**src/rtl/mc_cu_pkg.sv**
```systemverilog
// Shared encodings for the multi-cycle control unit: FSM states, ALU codes,
// datapath mux selects, MIPS opcode/func values and the decoded instruction class.
package mc_cu_pkg;

    typedef enum logic [2:0] {
        S_IF  = 3'd0,
        S_ID  = 3'd1,
        S_EXE = 3'd2,
        S_MEM = 3'd3,
        S_WB  = 3'd4
    } state_t;

    localparam logic [3:0] ALU_ADD  = 4'b0000;
    localparam logic [3:0] ALU_AND  = 4'b0001;
    localparam logic [3:0] ALU_XOR  = 4'b0010;
    localparam logic [3:0] ALU_SLL  = 4'b0011;
    localparam logic [3:0] ALU_SUB  = 4'b0100;
    localparam logic [3:0] ALU_OR   = 4'b0101;
    localparam logic [3:0] ALU_LUI  = 4'b0110;
    localparam logic [3:0] ALU_SRL  = 4'b0111;
    localparam logic [3:0] ALU_HAMD = 4'b1011;
    localparam logic [3:0] ALU_SRA  = 4'b1111;

    localparam logic [1:0] ASRC_PC     = 2'b00;
    localparam logic [1:0] ASRC_A      = 2'b01;
    localparam logic [1:0] ASRC_SHAMT  = 2'b10;
    localparam logic [1:0] BSRC_B      = 2'b00;
    localparam logic [1:0] BSRC_4      = 2'b01;
    localparam logic [1:0] BSRC_IMM    = 2'b10;
    localparam logic [1:0] BSRC_IMM_SH = 2'b11;
    localparam logic [1:0] PC_ALU      = 2'b00;
    localparam logic [1:0] PC_ALUOUT   = 2'b01;
    localparam logic [1:0] PC_A        = 2'b10;
    localparam logic [1:0] PC_JUMP     = 2'b11;

    localparam logic [5:0] OP_RTYPE = 6'b000000;
    localparam logic [5:0] OP_J     = 6'b000010;
    localparam logic [5:0] OP_JAL   = 6'b000011;
    localparam logic [5:0] OP_BEQ   = 6'b000100;
    localparam logic [5:0] OP_BNE   = 6'b000101;
    localparam logic [5:0] OP_ADDI  = 6'b001000;
    localparam logic [5:0] OP_ANDI  = 6'b001100;
    localparam logic [5:0] OP_ORI   = 6'b001101;
    localparam logic [5:0] OP_XORI  = 6'b001110;
    localparam logic [5:0] OP_LUI   = 6'b001111;
    localparam logic [5:0] OP_LW    = 6'b100011;
    localparam logic [5:0] OP_SW    = 6'b101011;

    localparam logic [5:0] F_SLL  = 6'b000000;
    localparam logic [5:0] F_HAMD = 6'b000001;
    localparam logic [5:0] F_SRL  = 6'b000010;
    localparam logic [5:0] F_SRA  = 6'b000011;
    localparam logic [5:0] F_JR   = 6'b001000;
    localparam logic [5:0] F_ADD  = 6'b100000;
    localparam logic [5:0] F_SUB  = 6'b100010;
    localparam logic [5:0] F_AND  = 6'b100100;
    localparam logic [5:0] F_OR   = 6'b100101;
    localparam logic [5:0] F_XOR  = 6'b100110;

    // One-hot instruction class; all zero for an undecodable instruction.
    typedef struct packed {
        logic r_alu;
        logic r_shift;
        logic i_alu;
        logic lw;
        logic sw;
        logic beq;
        logic bne;
        logic j;
        logic jal;
        logic jr;
    } inst_cls_t;

endpackage

```
**src/rtl/mc_cu_dec.sv**
```systemverilog
// Combinational instruction decoder: op/func to instruction class, ALU code,
// EXE-phase immediate extension and an illegal-instruction flag.
module mc_cu_dec
    import mc_cu_pkg::*;
(
    input  logic [5:0] op_i,
    input  logic [5:0] func_i,
    output inst_cls_t  cls_o,
    output logic [3:0] aluc_o,
    output logic       sext_o,
    output logic       illegal_o
);

    always_comb begin
        cls_o     = '0;
        aluc_o    = ALU_ADD;
        sext_o    = 1'b0;
        illegal_o = 1'b0;
        case (op_i)
            OP_RTYPE: begin
                case (func_i)
                    F_ADD:   begin cls_o.r_alu   = 1'b1; aluc_o = ALU_ADD;  end
                    F_SUB:   begin cls_o.r_alu   = 1'b1; aluc_o = ALU_SUB;  end
                    F_AND:   begin cls_o.r_alu   = 1'b1; aluc_o = ALU_AND;  end
                    F_OR:    begin cls_o.r_alu   = 1'b1; aluc_o = ALU_OR;   end
                    F_XOR:   begin cls_o.r_alu   = 1'b1; aluc_o = ALU_XOR;  end
                    F_HAMD:  begin cls_o.r_alu   = 1'b1; aluc_o = ALU_HAMD; end
                    F_SLL:   begin cls_o.r_shift = 1'b1; aluc_o = ALU_SLL;  end
                    F_SRL:   begin cls_o.r_shift = 1'b1; aluc_o = ALU_SRL;  end
                    F_SRA:   begin cls_o.r_shift = 1'b1; aluc_o = ALU_SRA;  end
                    F_JR:    cls_o.jr = 1'b1;
                    default: illegal_o = 1'b1;
                endcase
            end
            OP_ADDI: begin cls_o.i_alu = 1'b1; aluc_o = ALU_ADD; sext_o = 1'b1; end
            OP_ANDI: begin cls_o.i_alu = 1'b1; aluc_o = ALU_AND; end
            OP_ORI:  begin cls_o.i_alu = 1'b1; aluc_o = ALU_OR;  end
            OP_XORI: begin cls_o.i_alu = 1'b1; aluc_o = ALU_XOR; end
            OP_LUI:  begin cls_o.i_alu = 1'b1; aluc_o = ALU_LUI; end
            OP_LW:   begin cls_o.lw    = 1'b1; aluc_o = ALU_ADD; sext_o = 1'b1; end
            OP_SW:   begin cls_o.sw    = 1'b1; aluc_o = ALU_ADD; sext_o = 1'b1; end
            OP_BEQ:  begin cls_o.beq   = 1'b1; aluc_o = ALU_SUB; end
            OP_BNE:  begin cls_o.bne   = 1'b1; aluc_o = ALU_SUB; end
            OP_J:    cls_o.j   = 1'b1;
            OP_JAL:  cls_o.jal = 1'b1;
            default: illegal_o = 1'b1;
        endcase
    end

endmodule

```
**src/rtl/mc_cu.sv**
```systemverilog
// Multi-cycle control unit: IF/ID/EXE/MEM/WB sequencing over a shared ALU and a
// unified memory port, with a watchdog bounding every memory wait.
module mc_cu
    import mc_cu_pkg::*;
#(
    parameter int WAIT_MAX = 255,
    parameter int CNT_W    = 8
) (
    input  logic       clock,
    input  logic       reset,
    input  logic [5:0] op,
    input  logic [5:0] func,
    input  logic       z,
    input  logic       mem_ready,
    output logic       mem_req,
    output logic       iord,
    output logic       wmem,
    output logic       irwrite,
    output logic       pcwrite,
    output logic [1:0] pcsource,
    output logic [1:0] alusrca,
    output logic [1:0] alusrcb,
    output logic [3:0] aluc,
    output logic       sext,
    output logic       wreg,
    output logic       regrt,
    output logic       m2reg,
    output logic       jal,
    output logic       illegal,
    output logic       mem_err,
    output logic [2:0] state
);

    localparam logic [CNT_W-1:0] WAIT_LAST = CNT_W'(WAIT_MAX - 1);

    state_t          state_q, state_d;
    logic [CNT_W-1:0] wcnt_q, wcnt_d;
    logic            mem_err_q, mem_err_d;
    logic            waiting, timeout;

    inst_cls_t  cls;
    logic [3:0] dec_aluc;
    logic       dec_sext;
    logic       dec_illegal;

    mc_cu_dec u_dec (
        .op_i      (op),
        .func_i    (func),
        .cls_o     (cls),
        .aluc_o    (dec_aluc),
        .sext_o    (dec_sext),
        .illegal_o (dec_illegal)
    );

    // Timeout fires on the WAIT_MAX-th consecutive stalled cycle of one visit.
    assign waiting   = ((state_q == S_IF) || (state_q == S_MEM)) && !mem_ready;
    assign timeout   = waiting && (wcnt_q == WAIT_LAST);
    assign wcnt_d    = (waiting && !timeout) ? wcnt_q + 1'b1 : '0;
    assign mem_err_d = mem_err_q | timeout;

    always_ff @(posedge clock) begin
        if (reset) begin
            state_q   <= S_IF;
            wcnt_q    <= '0;
            mem_err_q <= 1'b0;
        end else begin
            state_q   <= state_d;
            wcnt_q    <= wcnt_d;
            mem_err_q <= mem_err_d;
        end
    end

    always_comb begin
        state_d  = state_q;
        mem_req  = 1'b0;
        iord     = 1'b0;
        wmem     = 1'b0;
        irwrite  = 1'b0;
        pcwrite  = 1'b0;
        pcsource = PC_ALU;
        alusrca  = ASRC_PC;
        alusrcb  = BSRC_B;
        aluc     = ALU_ADD;
        sext     = 1'b0;
        wreg     = 1'b0;
        regrt    = 1'b0;
        m2reg    = 1'b0;
        jal      = 1'b0;
        illegal  = 1'b0;
        case (state_q)
            S_IF: begin
                mem_req = 1'b1;
                alusrcb = BSRC_4;
                if (mem_ready) begin
                    irwrite = 1'b1;
                    pcwrite = 1'b1;
                    state_d = S_ID;
                end
            end
            S_ID: begin
                // ALUOut captures the branch target while the op is decoded.
                alusrcb = BSRC_IMM_SH;
                sext    = 1'b1;
                if (dec_illegal) begin
                    illegal = 1'b1;
                    state_d = S_IF;
                end else if (cls.j || cls.jal) begin
                    pcwrite  = 1'b1;
                    pcsource = PC_JUMP;
                    wreg     = cls.jal;
                    jal      = cls.jal;
                    state_d  = S_IF;
                end else if (cls.jr) begin
                    pcwrite  = 1'b1;
                    pcsource = PC_A;
                    state_d  = S_IF;
                end else begin
                    state_d = S_EXE;
                end
            end
            S_EXE: begin
                alusrca = cls.r_shift ? ASRC_SHAMT : ASRC_A;
                alusrcb = (cls.i_alu || cls.lw || cls.sw) ? BSRC_IMM : BSRC_B;
                aluc    = dec_aluc;
                sext    = dec_sext;
                if (cls.beq || cls.bne) begin
                    pcsource = PC_ALUOUT;
                    pcwrite  = (cls.beq && z) || (cls.bne && !z);
                    state_d  = S_IF;
                end else if (cls.lw || cls.sw) begin
                    state_d = S_MEM;
                end else begin
                    state_d = S_WB;
                end
            end
            S_MEM: begin
                mem_req = 1'b1;
                iord    = 1'b1;
                wmem    = cls.sw;
                if (mem_ready) state_d = cls.lw ? S_WB : S_IF;
            end
            S_WB: begin
                wreg    = 1'b1;
                m2reg   = cls.lw;
                regrt   = !(cls.r_alu || cls.r_shift);
                state_d = S_IF;
            end
            default: state_d = S_IF;
        endcase
        if (timeout) state_d = S_IF;
        if (reset) begin
            mem_req = 1'b0;
            wmem    = 1'b0;
            irwrite = 1'b0;
            pcwrite = 1'b0;
            wreg    = 1'b0;
            illegal = 1'b0;
        end
    end

    assign mem_err = mem_err_q;
    assign state   = state_q;

endmodule

```
**config.mk**
```make
export PLATFORM = sky130hd
export DESIGN_NAME = mc_cu
export DESIGN_NICKNAME = d
export VERILOG_FILES = /design/src/rtl/mc_cu_pkg.sv /design/src/rtl/mc_cu_dec.sv /design/src/rtl/mc_cu.sv
export SDC_FILE = /design/constraint.sdc
export NUM_CORES = 1
export LEC_CHECK = 0
export ABC_AREA = 0
export ABC_CLOCK_PERIOD_IN_PS = 2400
export CORE_UTILIZATION = 40
export CTS_BUF_LIST = sky130_fd_sc_hd__clkbuf_4
export DETAILED_ROUTE_END_ITERATION = 12
export PLACE_DENSITY_LB_ADDON = 0.2
export REMOVE_ABC_BUFFERS = 1
export SYNTH_ARGS = -nofsm -noshare
export SYNTH_HDL_FRONTEND = slang
export SYNTH_SLANG_ARGS = --single-unit
```
**constraint.sdc**
```tcl
create_clock -name clock -period 2.4 [get_ports clock]
set_input_delay 0.24 -clock clock [delete_from_list [all_inputs] [get_ports clock]]
set_output_delay 0.24 -clock clock [all_outputs]
set_load 0.01 [all_outputs]
```
==> impl_results.md <==
* Pre-antenna DRT Iters at 4
* Drt drc at 0
* Cell Area, Synth at 1040 um2
* CP Max Fanout at 2
* Worst Hold Class: register to register
* Post-DRT Antenna Nets at 0
* Leak at 0.750 nW
* Inserted Clock Buffers at 3
* Row count at 18
* Syn Inst Count at 144
* CTS root buf: clkbuf_4
* Largest family of logic cells by synthesized area: simple AND/OR/NAND/NOR gates
* Die height at 52.9 um
* WP data required at 2.16 ns
* Core Box Area at 2450 um2
* Initial antenna violation count at 0
* Routability cong. at 0.810
* Min Tclk post-route at 2.31 ns
* Xor/xnor share of the synthesized area at 0.0676
* Gr usage total at 0.258
* Final WL at 3.50 mm
* Layout cell share with drive strength beyond 1 at 0.231
* Diode count at 0
* Worst stage delay on the critical path at 0.56 ns
* # setup viols final at 0
* Most frequent cells in the layout: buf_4 (27), clkdlybuf4s50_1 (22), nor2_1 (21)
* PortBufs at 40
* Global-route wire length before repair at 5.28 mm
* Register area at 240 um2
* Clk_lat worst skew at 0.27 ns
* Synth unique cells at 45
* CP Launch Type: input pin
* Yosys Warn Count at 0
* Worst Clk Skew at 0.00527 ns
* Least-Margin Pin Slew at 0.555 ns
* Register bit total from synthesis at 12
* Post-synth EDFFs at 0
* Post-DR wirelength/cell at 14.7 um
* Fin nets at 227
* Mux share of post-synthesis cell area at 0
* Overflow left after global routing at 0
* Synth Area in Compound Gates at 0.196
* Max-Cap Viols at 0
* Vias in the first global route at 1170
* CTS Sinks at 12
* Clock-pin transition on the worst setup and hold timing paths at 0.08 ns
* Post-DP HPWL at 2.68 mm
* Kind of critical path: input pin to output pin
* Final cell utilization of the core at 0.684
* Pwr Total at 0.493 mW
* CTS tree: built
* Rel. slew slack at 0.626
* Via-per-instance ratio at 5.63
* Maximum buffer depth of the clock tree at 2
* Starting density of the core at 0.422
* Most common cell after layout, fill and taps aside: buf_4
* Final period util at 0.964
* Outcome: finished, final reports clean
* CTS H-tree lvls at 1
* Iter 0 DRT Violations at 54
* Post-CTS Hold Buffers at 0
* CP arrival at 2.07 ns
* Largest net degree at the start of global routing at 12
* Area Growth Syn to Fin at 62.1%
* Area taken by multi-input logic gates at 763 um2
* Crit path max-delay cell type: or4_4
* Asr flop ratio synth at 0
* Top FF cell, synth: dfxtp_1
* Final TNS setup at 0 ns
* Fmax at 0.432 GHz
* PD cells at 294 nW/um2
* Unrepaired setup endpoints after global routing: no
* Avg Cell Area, Syn at 7.19 um2
* Die area at 2800 um2
* Worst Setup End Kind: output pin
* Fin. Hold Viols at 0
* Synth Area in Adders at 0.0242
* Fillcell total at 208
* Worst path cell trace: clkdlybuf4s50_1, or4_4, nor2_2, a221oi_1, a2111oi_2, clkdlybuf4s15_2
* Die width at 52.9 um
* Total vias in the final route at 1341
* Simple-gate share of the synthesized area at 0.432
* Post-synthesis sequential area ratio at 0.232
* Slew Limit Fails at 0
* Worst-case vdd ir drop at 0.329 mV
* IO Pins at 41
==> logic make-up after synthesis <==
family          count (synthesis)
compound gates                 28
fa+ha+maj                       2
xor+xnor                        8
flops                          12
simple gates                   81
buf+inv                        13
==> Yosys cell counts (2+ instances only) <==
library cell	number	area share
nor3_1	8	0.039
xor2_1	5	0.042
o21ai_1	2	0.0097
inv_1	6	0.022
nand2_1	12	0.043
nor4_1	3	0.018
ha_1	2	0.024
or2_2	2	0.012
and4_1	2	0.017
dfxtp_1	12	0.23
a21oi_1	7	0.034
nor3b_1	3	0.022
nor2_1	24	0.087
xnor2_1	3	0.025
a31oi_1	3	0.018
o21ai_0	2	0.0097
clkbuf_1	6	0.022
and3_1	2	0.012
nand2b_1	4	0.024
nand3b_1	5	0.036
o31ai_1	2	0.014
nand3_1	6	0.029
==> final timing paths <==
kind / startpoint / end / slack [ns] / depth (start not counted)
worst max-delay path: op[1] / pcwrite / 0.09 / 6
worst min-delay path: wcnt_q[0]$_SDFF_PP0_ / wcnt_q[0]$_SDFF_PP0_ / 0.47 / 1
worst max register to register: state[2]$_SDFFE_PP0P_ / state[1]$_SDFFE_PP0P_ / 0.68 / 6
worst min register to register: wcnt_q[0]$_SDFF_PP0_ / wcnt_q[0]$_SDFF_PP0_ / 0.47 / 1
==> through the flow <==
| step | cell area (um2) | cells | setup WS [ns] | hold slack, ns |
|---|---|---|---|---|
| final | 1680 | 238 | 0.0855 | 0.467 |
| after global routing | 1680 | 238 | 0.00927 | 0.490 |
| after CTS | 1670 | 238 | -0.0481 | 0.471 |
| after detailed placement | 1640 | 233 | -0.382 | 0.451 |
| after global placement | 1640 | 233 | -0.276 | 0.444 |
| after floorplan | 1010 | 137 | 0.673 | 0.312 |
==> power by group <==
| group | leakage [nW] | total [mW] | internal, mW | switching, mW |
|---|---|---|---|---|
| sequential | 0.0971 | 0.208 | 0.202 | 0.00562 |
| combinational | 0.637 | 0.154 | 0.0801 | 0.0743 |
| clock | 0.0154 | 0.131 | 0.0602 | 0.0708 |
==> final cells by class <==
class                      instances  area share
timing repair buffer              67       0.351
inverter                           6      0.0134
sequential                        12       0.143
tap                               30      0.0224
clock buffer                       3      0.0134
multi-input combinational        119       0.455
clock inverter                     1     0.00224
==> layer usage <==
layer,GRT usage,wire [um]
met2,0.445,1710
met1,0.325,1510
met5,0,0
met3,0.0230,237
met4,0.105,41
==> critical path, delay by kind of cell <==
family	cells	cell delay [ns]
AND/OR/NAND/NOR	2	0.69
AO/OA/AOI/OAI	2	0.44
buffers and inverters	2	0.70
==> state kept, by name, summed over array words and instances, names as in the netlist <==
name,cells
wcnt_q,8
state,3
mem_err,1
==> timing repair <==
item                       CTS  global route
setup buffers                1             0
setup endpoints to repair   14            13
pin swaps                    2             3
resized for setup           28            10
Power figures use the tool's default switching activity.
